## src/rtl/avm_test_pkg.sv

```systemverilog
// Shared types and default sizes for the Avalon-MM register test master.
package avm_test_pkg;

  // Run sequencer states: idle, write phase, read-back phase, one-cycle finish.
  typedef enum logic [1:0] {
    IDLE = 2'd0,
    WR   = 2'd1,
    RD   = 2'd2,
    FIN  = 2'd3
  } state_e;

  localparam int DEF_ADDR_W      = 8;
  localparam int DEF_DATA_W      = 8;
  localparam int DEF_CNT_W       = 8;
  localparam int DEF_TIMEOUT_CYC = 255;

endpackage

```

## src/rtl/avm_test_pattern.sv

```systemverilog
// Test pattern generator: pattern(i) = seed + i, truncated to DATA_W.
// Purely combinational so a future read checker can share it.
module avm_test_pattern #(
  parameter int DATA_W = 8,
  parameter int IDX_W  = 8
) (
  input  logic [DATA_W-1:0] seed,
  input  logic [IDX_W-1:0]  index,
  output logic [DATA_W-1:0] pattern
);

  logic [DATA_W-1:0] index_ext;

  // Fit the index to the data width (wraps if the index is wider).
  always_comb begin
    index_ext = DATA_W'(index);
    pattern   = seed + index_ext;
  end

endmodule

```

## src/rtl/avm_test_master.sv

```systemverilog
// Avalon-MM bring-up master: writes seed+i to base+i, reads it back,
// counts mismatches and records the first failing address.
// Optional stall abort enabled by defining AVM_TEST_MASTER_TIMEOUT_EN.
module avm_test_master
  import avm_test_pkg::*;
#(
  parameter int ADDR_W      = DEF_ADDR_W,
  parameter int DATA_W      = DEF_DATA_W,
  parameter int CNT_W       = DEF_CNT_W,
  parameter int TIMEOUT_CYC = DEF_TIMEOUT_CYC
) (
  input  logic              csi_clockreset_clk,
  input  logic              csi_clockreset_reset_n,
  input  logic              cmd_start,
  input  logic [ADDR_W-1:0] cmd_base_addr,
  input  logic [CNT_W-1:0]  cmd_count,
  input  logic [DATA_W-1:0] cmd_seed,
  output logic              sts_busy,
  output logic              sts_done,
  output logic [CNT_W-1:0]  sts_err_count,
  output logic [ADDR_W-1:0] sts_first_err_addr,
  output logic              sts_timeout,
  output logic [ADDR_W-1:0] avm_address,
  output logic [DATA_W-1:0] avm_writedata,
  output logic              avm_write_n,
  output logic              avm_read_n,
  input  logic [DATA_W-1:0] avm_readdata,
  input  logic              avm_waitrequest_n
);

  localparam logic [CNT_W-1:0] CNT_ONE = CNT_W'(1);

  if (TIMEOUT_CYC < 1) begin : g_bad_timeout
    $error("TIMEOUT_CYC must be at least 1");
  end

  state_e            state_q, state_d;
  logic [ADDR_W-1:0] base_q, base_d;
  logic [CNT_W-1:0]  count_q, count_d;
  logic [CNT_W-1:0]  index_q, index_d;
  logic [DATA_W-1:0] seed_q, seed_d;
  logic [CNT_W-1:0]  err_q, err_d;
  logic [ADDR_W-1:0] first_q, first_d;
  logic [ADDR_W-1:0] addr_cur;
  logic [DATA_W-1:0] pattern;

`ifdef AVM_TEST_MASTER_TIMEOUT_EN
  localparam int STALL_W = $clog2(TIMEOUT_CYC + 1);
  localparam logic [STALL_W-1:0] STALL_MAX = STALL_W'(TIMEOUT_CYC - 1);
  localparam logic [STALL_W-1:0] STALL_ONE = STALL_W'(1);
  logic [STALL_W-1:0] stall_q, stall_d;
  logic               timeout_q, timeout_d;
`endif

  avm_test_pattern #(
    .DATA_W(DATA_W),
    .IDX_W (CNT_W)
  ) u_pattern (
    .seed   (seed_q),
    .index  (index_q),
    .pattern(pattern)
  );

  assign addr_cur = base_q + ADDR_W'(index_q);

  // Next-state logic: command capture, write/read sequencing, mismatch tracking.
  always_comb begin
    state_d = state_q;
    base_d  = base_q;
    count_d = count_q;
    index_d = index_q;
    seed_d  = seed_q;
    err_d   = err_q;
    first_d = first_q;
`ifdef AVM_TEST_MASTER_TIMEOUT_EN
    stall_d   = stall_q;
    timeout_d = timeout_q;
`endif
    case (state_q)
      IDLE: begin
        if (cmd_start) begin
          base_d  = cmd_base_addr;
          count_d = cmd_count;
          seed_d  = cmd_seed;
          index_d = '0;
          err_d   = '0;
          first_d = '0;
          state_d = (cmd_count == '0) ? FIN : WR;
        end
      end
      WR: begin
        if (avm_waitrequest_n) state_d = RD;
      end
      RD: begin
        if (avm_waitrequest_n) begin
          if (avm_readdata != pattern) begin
            if (err_q != '1) err_d = err_q + CNT_ONE;
            // err_q still zero means this is the first mismatch of the run
            if (err_q == '0) first_d = addr_cur;
          end
          if (index_q == count_q - CNT_ONE) begin
            state_d = FIN;
          end else begin
            index_d = index_q + CNT_ONE;
            state_d = WR;
          end
        end
      end
      FIN:     state_d = IDLE;
      default: state_d = IDLE;
    endcase
`ifdef AVM_TEST_MASTER_TIMEOUT_EN
    // Stall watchdog: restarts on every state change, aborts the run when full.
    if (state_q == IDLE && cmd_start) timeout_d = 1'b0;
    if ((state_q == WR || state_q == RD) && !avm_waitrequest_n) begin
      if (stall_q == STALL_MAX) begin
        state_d   = FIN;
        timeout_d = 1'b1;
        stall_d   = '0;
      end else begin
        stall_d = stall_q + STALL_ONE;
      end
    end else if (state_d != state_q) begin
      stall_d = '0;
    end
`endif
  end

  // State and run registers; reset returns everything to idle immediately.
  always_ff @(posedge csi_clockreset_clk or negedge csi_clockreset_reset_n) begin
    if (!csi_clockreset_reset_n) begin
      state_q <= IDLE;
      base_q  <= '0;
      count_q <= '0;
      index_q <= '0;
      seed_q  <= '0;
      err_q   <= '0;
      first_q <= '0;
`ifdef AVM_TEST_MASTER_TIMEOUT_EN
      stall_q   <= '0;
      timeout_q <= 1'b0;
`endif
    end else begin
      state_q <= state_d;
      base_q  <= base_d;
      count_q <= count_d;
      index_q <= index_d;
      seed_q  <= seed_d;
      err_q   <= err_d;
      first_q <= first_d;
`ifdef AVM_TEST_MASTER_TIMEOUT_EN
      stall_q   <= stall_d;
      timeout_q <= timeout_d;
`endif
    end
  end

  // Bus and status outputs decode straight from registered state, so they are
  // glitch-free and stay stable while the slave stalls.
  assign avm_write_n        = (state_q != WR);
  assign avm_read_n         = (state_q != RD);
  assign avm_address        = addr_cur;
  assign avm_writedata      = pattern;
  assign sts_busy           = (state_q == WR) || (state_q == RD);
  assign sts_done           = (state_q == FIN);
  assign sts_err_count      = err_q;
  assign sts_first_err_addr = first_q;
`ifdef AVM_TEST_MASTER_TIMEOUT_EN
  assign sts_timeout = timeout_q;
`else
  assign sts_timeout = 1'b0;
`endif

endmodule
```

## config.mk

```make
export PLATFORM = sky130hd
export DESIGN_NAME = avm_test_master
export DESIGN_NICKNAME = d
export VERILOG_FILES = /design/src/rtl/avm_test_pkg.sv /design/src/rtl/avm_test_pattern.sv /design/src/rtl/avm_test_master.sv
export SDC_FILE = /design/constraint.sdc
export NUM_CORES = 1
export LEC_CHECK = 0
export CAP_MARGIN = 20
export CORE_MARGIN = 8
export CORE_UTILIZATION = 49
export CTS_CLUSTER_DIAMETER = 150
export DETAILED_ROUTE_END_ITERATION = 12
export GPL_ROUTABILITY_DRIVEN = 1
export PLACE_DENSITY = 0.78
export RECOVER_POWER = 25
export SYNTH_ARGS = -nofsm -noshare
export SYNTH_HDL_FRONTEND = slang
export SYNTH_SLANG_ARGS = --single-unit
```

## constraint.sdc

```tcl
create_clock -name csi_clockreset_clk -period 3.5 [get_ports csi_clockreset_clk]
set_input_delay 0.7 -clock csi_clockreset_clk [delete_from_list [all_inputs] [get_ports csi_clockreset_clk]]
set_output_delay 0.7 -clock csi_clockreset_clk [all_outputs]
set_load 0.01 [all_outputs]
```

==> metrics.md, run 1 <==
| Metric | Value |
|---|---|
| Status | finished, violations left |
| Failing checks | capacitance limit, slew limit |
| Prevailing post-synth register cell | dfrtp_1 |
| Largest net degree at the start of global routing | 30 |
| Clock sink count | 50 |
| Worst-Skew Late Latency | a little over 300 ps |
| Post-DR wirelength/cell | 16.1 µm |
| Die height | 98.4 µm |
| Layout cells sized above 1 | about 14% |
| Static leakage | ~1.9 nW |
| Syn. warnings | 0 |
| WS Path Type | reg -> out |
| Slew headroom | -2.14% |
| Fraction of registers with async set/reset | 100% |
| Drt via density | 5.61 |
| Total number of vias | between 2,000 and 3,000 |
| Slew Limit Fails | 29 |
| Initial antenna violation count | 0 |
| CP cell instances | ha_1 > fa_1 > a21o_1 > a21oi_1 > xnor2_1 > clkdlybuf4s50_1 |
| Worst r2r src | index_q[0] |
| Hpwl dp | around 6 mm |
| Fmax | ~0.3 GHz |
| EDFF count, synth | 0 |
| Site row count | 30 |
| Synth unique cells | 54 |
| Longest Clk Path Bufs | 2 |
| Critical Path AT | 2630 ps |
| Final Hold Viols | 0 |
| HP Class | reg -> reg |
| PwrDens | 763 mW/mm² |
| RSZ-0062 raised after global routing | false |
| Ant diodes | 0 |
| Non-filler cells, final | between 400 and 500 |
| Mapped Nets | ~390 |
| Die width | roughly 98 µm |
| IR drop worst, VDD | approximately 0.43 mV |
| Vias in the first global route | 2,706 |
| Die area | between 0.009 and 0.01 mm² |
| Initial Util | 49.8% |
| Worst setup startpoint | index_q[0] |
| CTS tree | yes |
| Hold path start | seed_q[2] |
| Worst-Margin Slew | between 1500 and 2000 ps |
| Final Skew | around 8.8 ps |
| Starting DRT DRC Count | roughly 120 |
| Register bit total from synthesis | 50 |
| Max Cap Violations | 1 |
| Final net count | 460 |
| All-Layer GR Usage | ~16% |
| CTS root buffer | clkbuf_8 |
| Overflow after GRT | 0 |
| Final setup vio count | 0 |
| Crit. End Element | output pin |
| Setup tns final | 0 ps |
| CTS clk-pin slew, worst paths | roughly 90 ps |
| Post-CTS setup repair buffer count | 0 |
| Core area | 0.00668 mm² |
| CTS Buf Count | 5 |
| Register area share after synthesis | 37.6% |
| Fraction of the cycle the final worst path needs | between 90% and 100% |
| H-tree Lvls | 2 |
| GP Congestion | around 0.79 |
| Router iterations before antenna repair | 4 |
| Max FO, Critical Path | 7 |
| Min cycle time layout | approximately 3300 ps |
| Worst Setup Start Kind | flop |
| DRT Wirelength | 7.74 mm |
| First-pass GRT wire length | 13.0 mm |
| Drt drc | 0 |
| Required time worst endpoint | between 2000 and 3000 ps |
| Final ANT Viol Nets | 0 |
| I/O Buffers | 71 |
| Placed cell count | about 470 |
| Mean Syn Cell Area | 10.2 µm² |
| # IOs | 73 |
| Slowest-stage cell, CP | clkdlybuf4s50_1 |
| Max incr delay on CP | between 500 and 600 ps |
| Syn Std Cell Area | between 0.003 and 0.004 mm² |
| Cells after Synth | 327 |
| Synthesis-to-finish area growth | 27.4% |
-- cell usage after synthesis, drive strengths merged (2+ instances only) --
cell    count  share of area, %
xnor2      17               4.5
ha         22               8.3
buf         6              0.98
inv        24               2.7
a31o        3              0.79
nand4       5              0.94
o221ai      6               1.6
nor2       13               1.5
mux2i       3              0.90
a31oi       5               1.1
o311ai      2              0.53
xnor3       4               2.7
nor4        4               1.2
a21o        6               1.4
o21ai      18               2.8
a21oi      11               1.7
fa          2               1.2
nand2b      2              0.38
a21boi      2              0.45
mux2       26               8.8
nand2      25               2.8
nand3      15               2.6
nor3        5              0.75
o41ai       2              0.53
nor3b       3              0.83
nor2b       5              0.94
xor2        8               2.1
dfrtp      50                38
and3        8               1.5
nand3b      5               1.1
clkbuf      5              0.56
-- state kept, by name, indices dropped and copies added, names as in the netlist --
name	count
seed_q	8
state_q	2
sts_first_err_addr	8
sts_err_count	8
base_q	8
count_q	8
index_q	8
-- power breakdown --
part	total, mW	switching, mW	internal (mW)
combinational	1.92	0.909	1.01
sequential	0.958	0.169	0.789
clock	0.358	0.199	0.159
total	3.23	1.28	1.96
-- final timing paths --
path                                          to  slack [ps]  depth (start not counted)
hold / removal                         seed_q[2]         520                          1
max in group asynchronous             index_q[0]         820                          2
setup / recovery                avm_writedata[4]         170                          6
setup reg to reg                sts_err_count[5]         480                          9
hold reg to reg                        seed_q[2]         520                          1
min in group asynchronous  sts_first_err_addr[3]         600                          1
-- layout make-up --
class	instances	area, µm²
timing repair buffer	77	751
clock buffer	6	82.6
fill	566	2450
sequential	50	1250
multi-input combinational	241	1940
tap	80	100
clock inverter	2	12.5
inverter	25	93.8
-- kinds of logic (layout without fill, tap and decap cells) --
family	after synthesis	count (layout)	share of synthesized area, %
compound gates	62	62	12.9
xor+xnor	30	30	10.0
fa+ha+maj	24	24	9.48
buf+inv	36	110	4.37
flops	50	50	37.6
mux	29	29	9.71
other cells	1	1	0.113
simple gates	95	95	15.8
-- layout by cell type, fill, tap and decap left out, types with 2 or more instances in the layout --
cell type        instances
dfrtp_1                 49
clkbuf_8                 6
o221ai_1                 6
xnor2_1                 17
clkbuf_1                 2
o21ai_0                  9
nand4_1                  5
nor2_1                  13
a21o_1                   6
mux2_2                  26
dlymetal6s2s_1           2
clkdlybuf4s50_1         68
inv_1                   24
a21oi_2                  2
ha_1                    22
o21ai_1                  8
xnor3_1                  4
nand3b_1                 5
mux2i_1                  3
nor3b_1                  2
nor3_1                   5
nor4_1                   3
a31o_2                   3
a31oi_1                  4
nand3_1                 14
and3_1                   8
fa_1                     2
o311ai_0                 2
nor2b_1                  5
nand2b_1                 2
a21oi_1                  9
nand2_1                 25
xor2_1                   8
buf_4                    5
-- layer usage --
layer | share of wire, % | wire (µm) | GRT usage [%] | vias to the layer above
li1 | - | - | - | 1311
met1 | 46 | 3530 | 20.1 | 1320
met2 | 50 | 3850 | 27.2 | 59
met3 | 3.4 | 262 | 2.63 | 9
met4 | 1.3 | 101 | 5.08 | 0
met5 | 0 | 0 | 0 | -
-- worst max-delay path, delay by kind of cell, from the launching register on --
kind	cells	cell delay [ps]
compound gates	2	440
fa+ha+maj	2	700
buf+inv	1	560
xor+xnor	1	160
flops	1	470
-- through the flow --
stage | power [mW] | hold slack (ps) | area, µm² | worst slack, ps | util [%]
floorplan | 2.16 | 404 | 3320 | 703 | -
global placement | 2.83 | 491 | 4120 | 312 | 61.6
detailed placement | 2.89 | 503 | 4140 | 237 | 61.9
CTS | 3.26 | 371 | 4240 | 16.6 | 63.5
global route | 3.45 | 536 | 4240 | 9.86 | 63.4
finish | 3.23 | 522 | 4240 | 170 | 63.4
-- timing repair --
item / CTS / global route
pin swaps: 0 / 2
resized for setup: 3 / 5
hold buffers: 0 / 0
endpoints found under the setup margin: 2 / 3
No activity file was read; power rests on OpenSTA's default activity.
==> inputs of run 2 (changes only) <==
--- a/config.mk
+++ b/config.mk
@@ -11,6 +11,7 @@
 export CTS_CLUSTER_DIAMETER = 150
 export DETAILED_ROUTE_END_ITERATION = 12
 export GPL_ROUTABILITY_DRIVEN = 1
+export MAX_ROUTING_LAYER = met4
 export PLACE_DENSITY = 0.78
 export RECOVER_POWER = 25
 export SYNTH_ARGS = -nofsm -noshare
==> metrics.md, run 2 (synthesized netlist as in run 1, its figures left out) <==
| Metric | Value |
|---|---|
| # IOs | 73 (unchanged) |
| Layout fillers | 566 (unchanged) |
| Layout cells sized above 1 | 14.0% (unchanged) |
| Worst reg2reg path endpoint | sts_err_count[5] |
| Worst Setup Start Kind | flop |
| WHS Path Cells | 1 (unchanged) |
| Slew headroom | -2.80% (-0.67 points) |
| Site row count | 30 (unchanged) |
| Die height | 98.4 µm (unchanged) |
| Drt via density | 5.62 (+0.15%) |
| Ant diodes | 0 (unchanged) |
| CTS Buf Count | 5 (unchanged) |
| Worst r2r src | index_q[0] |
| Initial Util | 49.8% (unchanged) |
| Multi-input logic area | 0.00194 mm² (unchanged) |
| Max FO, Critical Path | 7 (unchanged) |
| First-pass GRT wire length | 13.0 mm (unchanged) |
| Post-DR wirelength/cell | 16.1 µm (-0.25%) |
| Static leakage | 1.86 nW (unchanged) |
| Synthesis-to-finish area growth | 27.4% (unchanged) |
| Hold path start | seed_q[2] |
| CTS root buffer | clkbuf_8 |
| GP Congestion | 0.801 (+1.4%) |
| WHS | 522 ps (-0.190 ps) |
| Clock sink count | 50 (unchanged) |
| Placed cell count | 473 (unchanged) |
| Die width | 98.4 µm (unchanged) |
| WS Path Type | reg -> out |
| Final Hold Viols | 0 (unchanged) |
| Register area | 0.00125 mm² (unchanged) |
| Core area | 0.00668 mm² (unchanged) |
| DRT Wirelength | 7.72 mm (-0.25%) |
| Worst-Skew Late Latency | 300 ps (about the same) |
| Setup tns final | 0 ps (unchanged) |
| H-tree Lvls | 2 (unchanged) |
| Status | finished, violations left |
| Initial antenna violation count | 0 (unchanged) |
| Final ANT Viol Nets | 0 (unchanged) |
| Final net count | 460 (unchanged) |
| Required time worst endpoint | 2800 ps (about the same) |
| Starting DRT DRC Count | 124 (+1.6%) |
| Fmax | 0.301 GHz (about the same) |
| I/O Buffers | 71 (unchanged) |
| All-Layer GR Usage | 16.5% (+0.45 points) |
| Non-filler cells, final | 481 (unchanged) |
| HP Class | reg -> reg |
| Die area | 0.00968 mm² (unchanged) |
| Total number of vias | 2,703 (+0.15%) |
| Commonest non-fill, non-tap cells in the layout | 68 x clkdlybuf4s50_1, 49 x dfrtp_1, 26 x mux2_2 |
| Min cycle time layout | 3330 ps (-2.03 ps) |
| Commonest non-fill, non-tap cell in the layout | clkdlybuf4s50_1 |
| Final setup vio count | 0 (unchanged) |
| PwrDens | 763 mW/mm² (about the same) |
| Crit. End Element | output pin |
| Worst setup startpoint | index_q[0] |
| Fraction of the cycle the final worst path needs | 95.1% (about the same) |
| Critical Path AT | 2630 ps (about the same) |
| Drt drc | 0 (unchanged) |
| Worst-Margin Slew | 1540 ps (+9.98 ps) |
| Max Cap Violations | 1 (unchanged) |
| Cells on worst reg2reg path | 9 (unchanged) |
| Hpwl dp | 5.97 mm (unchanged) |
| CTS clk-pin slew, worst paths | 90 ps (about the same) |
| Hold_buf cts | 0 (unchanged) |
| Slew Limit Fails | 29 (unchanged) |
| Hold EP | seed_q[2] |
| RSZ-0062 raised after global routing | false |
| Longest Clk Path Bufs | 2 (unchanged) |
| Largest net degree at the start of global routing | 30 (unchanged) |
| Router iterations before antenna repair | 4 (unchanged) |
| Overflow after GRT | 0 (unchanged) |
| CTS tree | yes |
| Worst R2R Setup Slack | 480 ps (about the same) |
| Vias in the first global route | 2,707 (+0.037%) |
| Final Skew | 8.74 ps (-0.0168 ps) |
| Tot Pwr | 3.23 mW (about the same) |
| IR drop worst, VDD | 0.429 mV (about the same) |
| Failing checks | capacitance limit, slew limit |
-- run 2: through the flow --
| stage | worst slack (ps) | cell area (µm²) | utilization [%] |
|---|---|---|---|
| 3_5_place_dp | 237 | 4140 | 61.9 |
| 3_3_place_gp | 312 | 4120 | 61.6 |
| 5_1_grt | 9.85 | 4240 | 63.4 |
| 6_report | 172 | 4240 | 63.4 |
| 4_1_cts | 16.6 | 4240 | 63.5 |
| 2_1_floorplan | 703 | 3320 | - |
-- run 2: worst max-delay path by stage --
stage | to | slack [ps] | cells past startpoint
2_1_floorplan | sts_err_count[5] | 700 | 9
3_3_place_gp | avm_address[6] | 310 | 10
3_5_place_dp | avm_address[6] | 240 | 10
4_1_cts | avm_address[6] | 20 | 10
5_1_grt | avm_writedata[6] | 10 | 7
6_report | avm_writedata[4] | 170 | 6
-- run 2: what timing repair did --
item	in CTS	in global routing
pin swaps	0	2
setup buffers	0	0
resized for setup	3	5
endpoints found under the setup margin	2	3
-- run 2: per-layer routing --
layer | GRT usage, % | vias to the layer above | part of all wire [%]
met5 | - | - | 0
met4 | 5.08 | 0 | 1.3
met3 | 2.63 | 9 | 3.6
met2 | 27.3 | 66 | 50
met1 | 20.1 | 1315 | 45
li1 | - | 1313 | -
-- run 2: final cells by class --
class	count	share of cell area, %
multi-input cells	241	45.9
flip-flops and latches	50	29.6
repair buffers	77	17.7
well taps	80	2.36
inverters	25	2.22
clock buffers	6	1.95
clock inverters	2	0.295
-- run 2: where the power goes --
| part | leakage [nW] | switching, mW | internal, mW | total (mW) |
|---|---|---|---|---|
| logic | 1.18 | 0.908 | 1.01 | 1.92 |
| registers | 0.638 | 0.169 | 0.789 | 0.958 |
| clock network | 0.0472 | 0.198 | 0.159 | 0.357 |
| total | 1.86 | 1.27 | 1.96 | 3.23 |
-- run 2: critical path, cell delays in order, from the launching register on --
cell,delay (ps)
dfrtp_2,470
ha_1,270
fa_1,430
a21o_1,190
a21oi_1,250
xnor2_1,160
clkdlybuf4s50_1,560
